--- src/rtl/wb_seq_ctrl_pkg.sv ---
// Shared types and constants for the weight/bias memory sequencer.
//   seq_state_t : sequencer state encoding (3 bits)
//   *_DEF       : default geometry of the MNIST layer-1/layer-2 banks
//   L*_ROWS     : rows per bank including the trailing bias row
//   L*_BIAS_IDX : address of the bias row in each bank
package wb_seq_pkg;

    typedef enum logic [2:0] {
        ST_IDLE     = 3'd0,
        ST_L1       = 3'd1,
        ST_L1_DRAIN = 3'd2,
        ST_WAIT_ACT = 3'd3,
        ST_L2       = 3'd4,
        ST_L2_DRAIN = 3'd5
    } seq_state_t;

    localparam int N_IN_DEF    = 784;
    localparam int N_HID_DEF   = 32;
    localparam int AW_DEF      = 32;
    localparam int FW_DEF      = 16;

    localparam int L1_ROWS     = N_IN_DEF + 1;
    localparam int L2_ROWS     = N_HID_DEF + 1;
    localparam int L1_BIAS_IDX = N_IN_DEF;
    localparam int L2_BIAS_IDX = N_HID_DEF;

endpackage

--- src/rtl/wb_seq_ctrl_addr_cnt.sv ---
// Row-address counter for one weight bank.
//   clk, reset  : clock, async active-high reset
//   i_clr       : restart addressing at row 0
//   i_en        : a row is issued this cycle (read enable for this bank)
//   o_cnt       : current row address; saturates at LAST
//   o_at_last   : o_cnt is the bias row
//   o_valid     : registered copy of i_en (read data valid next cycle)
//   o_last      : registered "issued row was the bias row"
module wb_addr_cnt #(
    parameter int AW   = 32,
    parameter int LAST = 784
) (
    input  logic          clk,
    input  logic          reset,
    input  logic          i_clr,
    input  logic          i_en,
    output logic [AW-1:0] o_cnt,
    output logic          o_at_last,
    output logic          o_valid,
    output logic          o_last
);

    localparam logic [AW-1:0] LAST_V = AW'(LAST);

    logic [AW-1:0] r_cnt;
    logic          r_valid;
    logic          r_last;

    assign o_at_last = (r_cnt == LAST_V);

    always_ff @(posedge clk or posedge reset) begin
        if (reset) begin
            r_cnt   <= '0;
            r_valid <= 1'b0;
            r_last  <= 1'b0;
        end else begin
            if (i_clr) begin
                r_cnt <= '0;
            end else if (i_en && !o_at_last) begin
                r_cnt <= r_cnt + 1'b1;
            end
            // Strobes track the 1-cycle registered memory read.
            r_valid <= i_en;
            r_last  <= i_en && o_at_last;
        end
    end

    assign o_cnt   = r_cnt;
    assign o_valid = r_valid;
    assign o_last  = r_last;

endmodule

--- src/rtl/wb_seq_ctrl.sv ---
// Weight/bias memory sequencer for the two-layer MNIST datapath.
// Walks the layer-1 bank (N_IN weights + bias), waits for the hidden
// activations, then walks the layer-2 bank (N_HID weights + bias).
//   clk, reset        : clock, async active-high reset
//   start             : begin one inference (IDLE only)
//   abort             : cancel, back to IDLE next cycle
//   stall             : MAC not ready, freeze address issue
//   act_ready         : hidden activations ready for layer 2
//   ctr1, ctr2        : layer-1 / layer-2 row addresses
//   re                : memory read enable
//   w1_valid/w2_valid : read data of layer 1 / layer 2 valid this cycle
//   w_last            : valid row is the bias row
//   l1_done, done     : pulses with the final layer-1 / layer-2 row
//   busy              : not IDLE
//   frames            : completed inference count
//
// state       | meaning
// ------------+------------------------------------------------
// ST_IDLE     | waiting for start
// ST_L1       | issuing layer-1 rows 0..N_IN
// ST_L1_DRAIN | final layer-1 row on the bus, l1_done
// ST_WAIT_ACT | waiting for act_ready
// ST_L2       | issuing layer-2 rows 0..N_HID
// ST_L2_DRAIN | final layer-2 row on the bus, done, frame counted
module wb_seq_ctrl
    import wb_seq_pkg::*;
#(
    parameter int N_IN  = N_IN_DEF,
    parameter int N_HID = N_HID_DEF,
    parameter int AW    = AW_DEF,
    parameter int FW    = FW_DEF
) (
    input  logic          clk,
    input  logic          reset,
    input  logic          start,
    input  logic          abort,
    input  logic          stall,
    input  logic          act_ready,
    output logic [AW-1:0] ctr1,
    output logic [AW-1:0] ctr2,
    output logic          re,
    output logic          w1_valid,
    output logic          w2_valid,
    output logic          w_last,
    output logic          l1_done,
    output logic          done,
    output logic          busy,
    output logic [FW-1:0] frames
);

    seq_state_t    r_state;
    seq_state_t    w_next;
    logic [FW-1:0] r_frames;

    logic w_clr;
    logic w_issue1;
    logic w_issue2;
    logic w_at_last1;
    logic w_at_last2;
    logic w_last1;
    logic w_last2;

    // abort kills the read in its own cycle so no row leaks after cancel.
    assign re       = ((r_state == ST_L1) || (r_state == ST_L2)) && !stall && !abort;
    assign w_issue1 = re && (r_state == ST_L1);
    assign w_issue2 = re && (r_state == ST_L2);
    assign w_clr    = (r_state == ST_IDLE) && start;

    wb_addr_cnt #(.AW(AW), .LAST(N_IN)) u_cnt_l1 (
        .clk       (clk),
        .reset     (reset),
        .i_clr     (w_clr),
        .i_en      (w_issue1),
        .o_cnt     (ctr1),
        .o_at_last (w_at_last1),
        .o_valid   (w1_valid),
        .o_last    (w_last1)
    );

    wb_addr_cnt #(.AW(AW), .LAST(N_HID)) u_cnt_l2 (
        .clk       (clk),
        .reset     (reset),
        .i_clr     (w_clr),
        .i_en      (w_issue2),
        .o_cnt     (ctr2),
        .o_at_last (w_at_last2),
        .o_valid   (w2_valid),
        .o_last    (w_last2)
    );

    always_ff @(posedge clk or posedge reset) begin
        if (reset) begin
            r_state <= ST_IDLE;
        end else begin
            r_state <= w_next;
        end
    end

    always_comb begin
        w_next = r_state;
        case (r_state)
            ST_IDLE: begin
                if (start) w_next = ST_L1;
            end
            ST_L1: begin
                if (abort)                        w_next = ST_IDLE;
                else if (w_issue1 && w_at_last1)  w_next = ST_L1_DRAIN;
            end
            ST_L1_DRAIN: begin
                w_next = abort ? ST_IDLE : ST_WAIT_ACT;
            end
            ST_WAIT_ACT: begin
                if (abort)          w_next = ST_IDLE;
                else if (act_ready) w_next = ST_L2;
            end
            ST_L2: begin
                if (abort)                        w_next = ST_IDLE;
                else if (w_issue2 && w_at_last2)  w_next = ST_L2_DRAIN;
            end
            ST_L2_DRAIN: begin
                w_next = ST_IDLE;
            end
            default: begin
                w_next = ST_IDLE;
            end
        endcase
    end

    always_ff @(posedge clk or posedge reset) begin
        if (reset) begin
            r_frames <= '0;
        end else if (r_state == ST_L2_DRAIN) begin
            r_frames <= r_frames + 1'b1;
        end
    end

    // Bias-row strobes of each bank double as the layer completion pulses.
    assign w_last  = w_last1 || w_last2;
    assign l1_done = w_last1;
    assign done    = w_last2;
    assign busy    = (r_state != ST_IDLE);
    assign frames  = r_frames;

endmodule

--- config.mk ---
export PLATFORM = sky130hd
export DESIGN_NAME = wb_seq_ctrl
export DESIGN_NICKNAME = d
export VERILOG_FILES = /design/src/rtl/wb_seq_ctrl_pkg.sv /design/src/rtl/wb_seq_ctrl_addr_cnt.sv /design/src/rtl/wb_seq_ctrl.sv
export SDC_FILE = /design/constraint.sdc
export NUM_CORES = 1
export LEC_CHECK = 0
export ABC_CLOCK_PERIOD_IN_PS = 4300
export CAP_MARGIN = 40
export CORE_ASPECT_RATIO = 0.9
export CORE_UTILIZATION = 52
export CTS_CLUSTER_SIZE = 25
export DETAILED_ROUTE_END_ITERATION = 6
export PLACE_DENSITY = 0.87
export SYNTH_ARGS = -nofsm -noshare
export SYNTH_HDL_FRONTEND = slang
export SYNTH_SLANG_ARGS = --single-unit
--- constraint.sdc ---
create_clock -name clk -period 4.3 [get_ports clk]
set_clock_uncertainty 0.2 [all_clocks]
set_input_delay 0.86 -clock clk [delete_from_list [all_inputs] [get_ports clk]]
set_output_delay 0.86 -clock clk [all_outputs]
set_load 0.01 [all_outputs]
==> reports/results.ini <==
[outcome]
status=finished clean

[floorplan]
die_w_um=101
rows=32
die_h_um=90.8
die-area_um2=9140
initial_core_util_pct=53.4
coreArea_um2=8530
io_pins=93

[worst_hold_path]
hold-path-endpoint=frames[15]
worstHoldStart=frames[15]
hold_depth=1
hold_path_class=register to register

[timing]
fmaxAchievable_mhz=271
tightest_slew_ns=0.816
finalMaxSlewViolations=0
setup_viol=0
hold_viol_final=0
slew_headroom_pct=45.1
min_period_ns=3.69
finalCritPeriodShare_pct=85.8
rsz0062_at_grt=no
tns_ns=0

[cells_and_area]
layout_common_cells=clkdlybuf4s50_1, dfrtp_1, nor2_1
layout_commonest_cell=clkdlybuf4s50_1
area_delta_synth_final_pct=27.9
layout.area.seq_um2=2180
final_cells=677
antenna_cells=0
nets=565
multi_input_area_um2=2260
drive_above_1_share_pct=6.09
fill_cells=662

[global_route]
grt_pass1_wl_mm=18.5
grt_pass1_vias=3941
track_usage_pct=25.6
grt_max_degree=40
grt_antenna_before_repair=0
grt-ovfl-total=0

[power_and_ir_drop]
switching_share_pct=26.7
intPower_uw=1310
power_frac_comb_pct=13.6
irDropWorstVdd_v=0.000199
switchingPower_uw=477
seqPwrFrac_pct=48.0
power.total_uw=1790
p_leak_uw=0.00248
powerDensity_nw_per_um2=307
power_frac_clock_pct=38.4

[clocking]
cts_setup_buffers=0
clk_pin_slew_ns=0.09
clock_latency_ns=0.35
cts_buffer_depth=2
postCtsHoldBufs=0
cts_resized=0
cts_buffers=9
cts.sinks=87
cts_root_buffer=clkbuf_8
h-tree-depth=3
cts_tree=built

[routing]
vias=3997
wl_per_cell_um=16.2
drc=0
wirelength_mm=11.0
firstDrtPassIters=4
ant_nets=0
drt-vias-per-instance=5.90
drtIter0Drc=242

[setup_path]
cp_data_arrival_time_ns=2.63
r2r_end=u_cnt_l1.o_cnt[16]
setup.worst_path.end_class=output pin
r2r-start=u_cnt_l1.o_cnt[0]
worst_setup_path_start_kind=primary input
crit_fanout=6
rrSetupSlack_ns=1.32
reg2reg_depth=7
required_ns=3.24
critPathKind=primary input to output pin

[logic_synthesis]
synth-seq-area-share_pct=47.8
syn-num-nets=475
synth_largest_area_cell=dfrtp_1
ys_async_sr_fraction_pct=100
synth_area_leaders=dfrtp_1, xor2_1, nor2_1
yosys_warnings=0
yosysUniqueCellTypes=49
synth_edf_count=0
synth_top_area_share_pct=47.8
synth_cells=464
netlist_area_um2=4550
ys.flop_type=dfrtp_1
ys_seq_elements=87
avgSynthCellArea_um2=9.82

[place]
port_buffers=92
gp_congestion=0.877
dp_cells=662
hpwl_mm=7.83

[job]
drv_cap=0

==> worst max-delay path by stage <==
| stage | startpoint | to | slack, ns | cells past startpoint |
|---|---|---|---|---|
| 2_1_floorplan | reset | frames[0] | 0.99 | 1 |
| 3_3_place_gp | stall | re | 0.62 | 4 |
| 3_5_place_dp | stall | re | 0.61 | 4 |
| 4_1_cts | stall | re | 0.59 | 4 |
| 5_1_grt | stall | re | 0.56 | 4 |
| 6_report | stall | re | 0.61 | 4 |
==> synthesized netlist by cell type (all sizes together), types with 2 or more instances <==
master   number
xor2         44
and4          5
nor3          9
nand4        31
a21oi        13
or3           8
o2111ai       9
o31ai         8
or4b          2
nor4b         2
dfrtp        87
ha            5
and3         14
buf           8
nor4         18
and2          9
clkbuf        9
nor2         58
or4           4
nor3b         3
mux2i         4
o21ai        13
nand3        18
nand2        35
o211ai       11
or2           2
inv          11
xnor2        14
==> cells by family after synthesis <==
| kind of cell | Yosys count | synth area share, % |
|---|---|---|
| compound gates | 57 | 8.16 |
| xor+xnor | 58 | 11.2 |
| fa+ha+maj | 5 | 1.37 |
| buf+inv | 28 | 2.58 |
| flops | 87 | 47.8 |
| mux | 5 | 1.13 |
| simple gates | 224 | 27.8 |
==> flip-flops by register name (all words and copies together), names as in the netlist <==
| register | count |
|---|---|
| u_cnt_l1.o_cnt | 32 |
| u_cnt_l2.o_cnt | 32 |
| frames | 16 |
| r_state | 3 |
| u_cnt_l1.o_last | 1 |
| u_cnt_l1.o_valid | 1 |
| u_cnt_l2.o_last | 1 |
| u_cnt_l2.o_valid | 1 |
==> stage by stage <==
step | instance area [um^2] | setup slack, ns | util (%) | hold slack, ns
6_report | 5820 | 0.611 | 68.3 | 0.270
4_1_cts | 5820 | 0.586 | 68.3 | 0.273
3_5_place_dp | 5580 | 0.609 | 65.4 | 0.257
5_1_grt | 5820 | 0.558 | 68.3 | 0.296
2_1_floorplan | 4550 | 0.990 | - | 0.304
3_3_place_gp | 5580 | 0.617 | 65.4 | 0.258
==> power by group through the flow <==
stage               Sequential (uW)  Clock, uW  Combinational, uW
global placement                873          0                238
global route                    862        732                268
detailed placement              874          0                244
CTS                             858        700                246
finish                          858        687                244
floorplan                       865          0                169
==> routing by layer <==
| metal | vias to the layer above | global-route usage, % | routed length (um) |
|---|---|---|---|
| met5 | - | 0 | 0 |
| met4 | 0 | 10.0 | 157 |
| met3 | 16 | 5.73 | 793 |
| met2 | 174 | 40.1 | 5200 |
| met1 | 1952 | 34.4 | 4820 |
| li1 | 1855 | - | - |
==> cell type report <==
| type | instances | area share, % |
|---|---|---|
| flip-flops and latches | 87 | 37.4 |
| inverters | 11 | 0.730 |
| well taps | 119 | 2.56 |
| repair buffers | 96 | 16.3 |
| multi-input cells | 349 | 38.8 |
| clock inverters | 5 | 1.83 |
| clock buffers | 10 | 2.36 |
==> critical path, stage by stage <==
cell	delay [ns]
clkdlybuf4s50_1	0.56
or2_2	0.42
nor3_1	0.22
clkdlybuf4s50_1	0.57
Power figures use the tool's default switching activity.
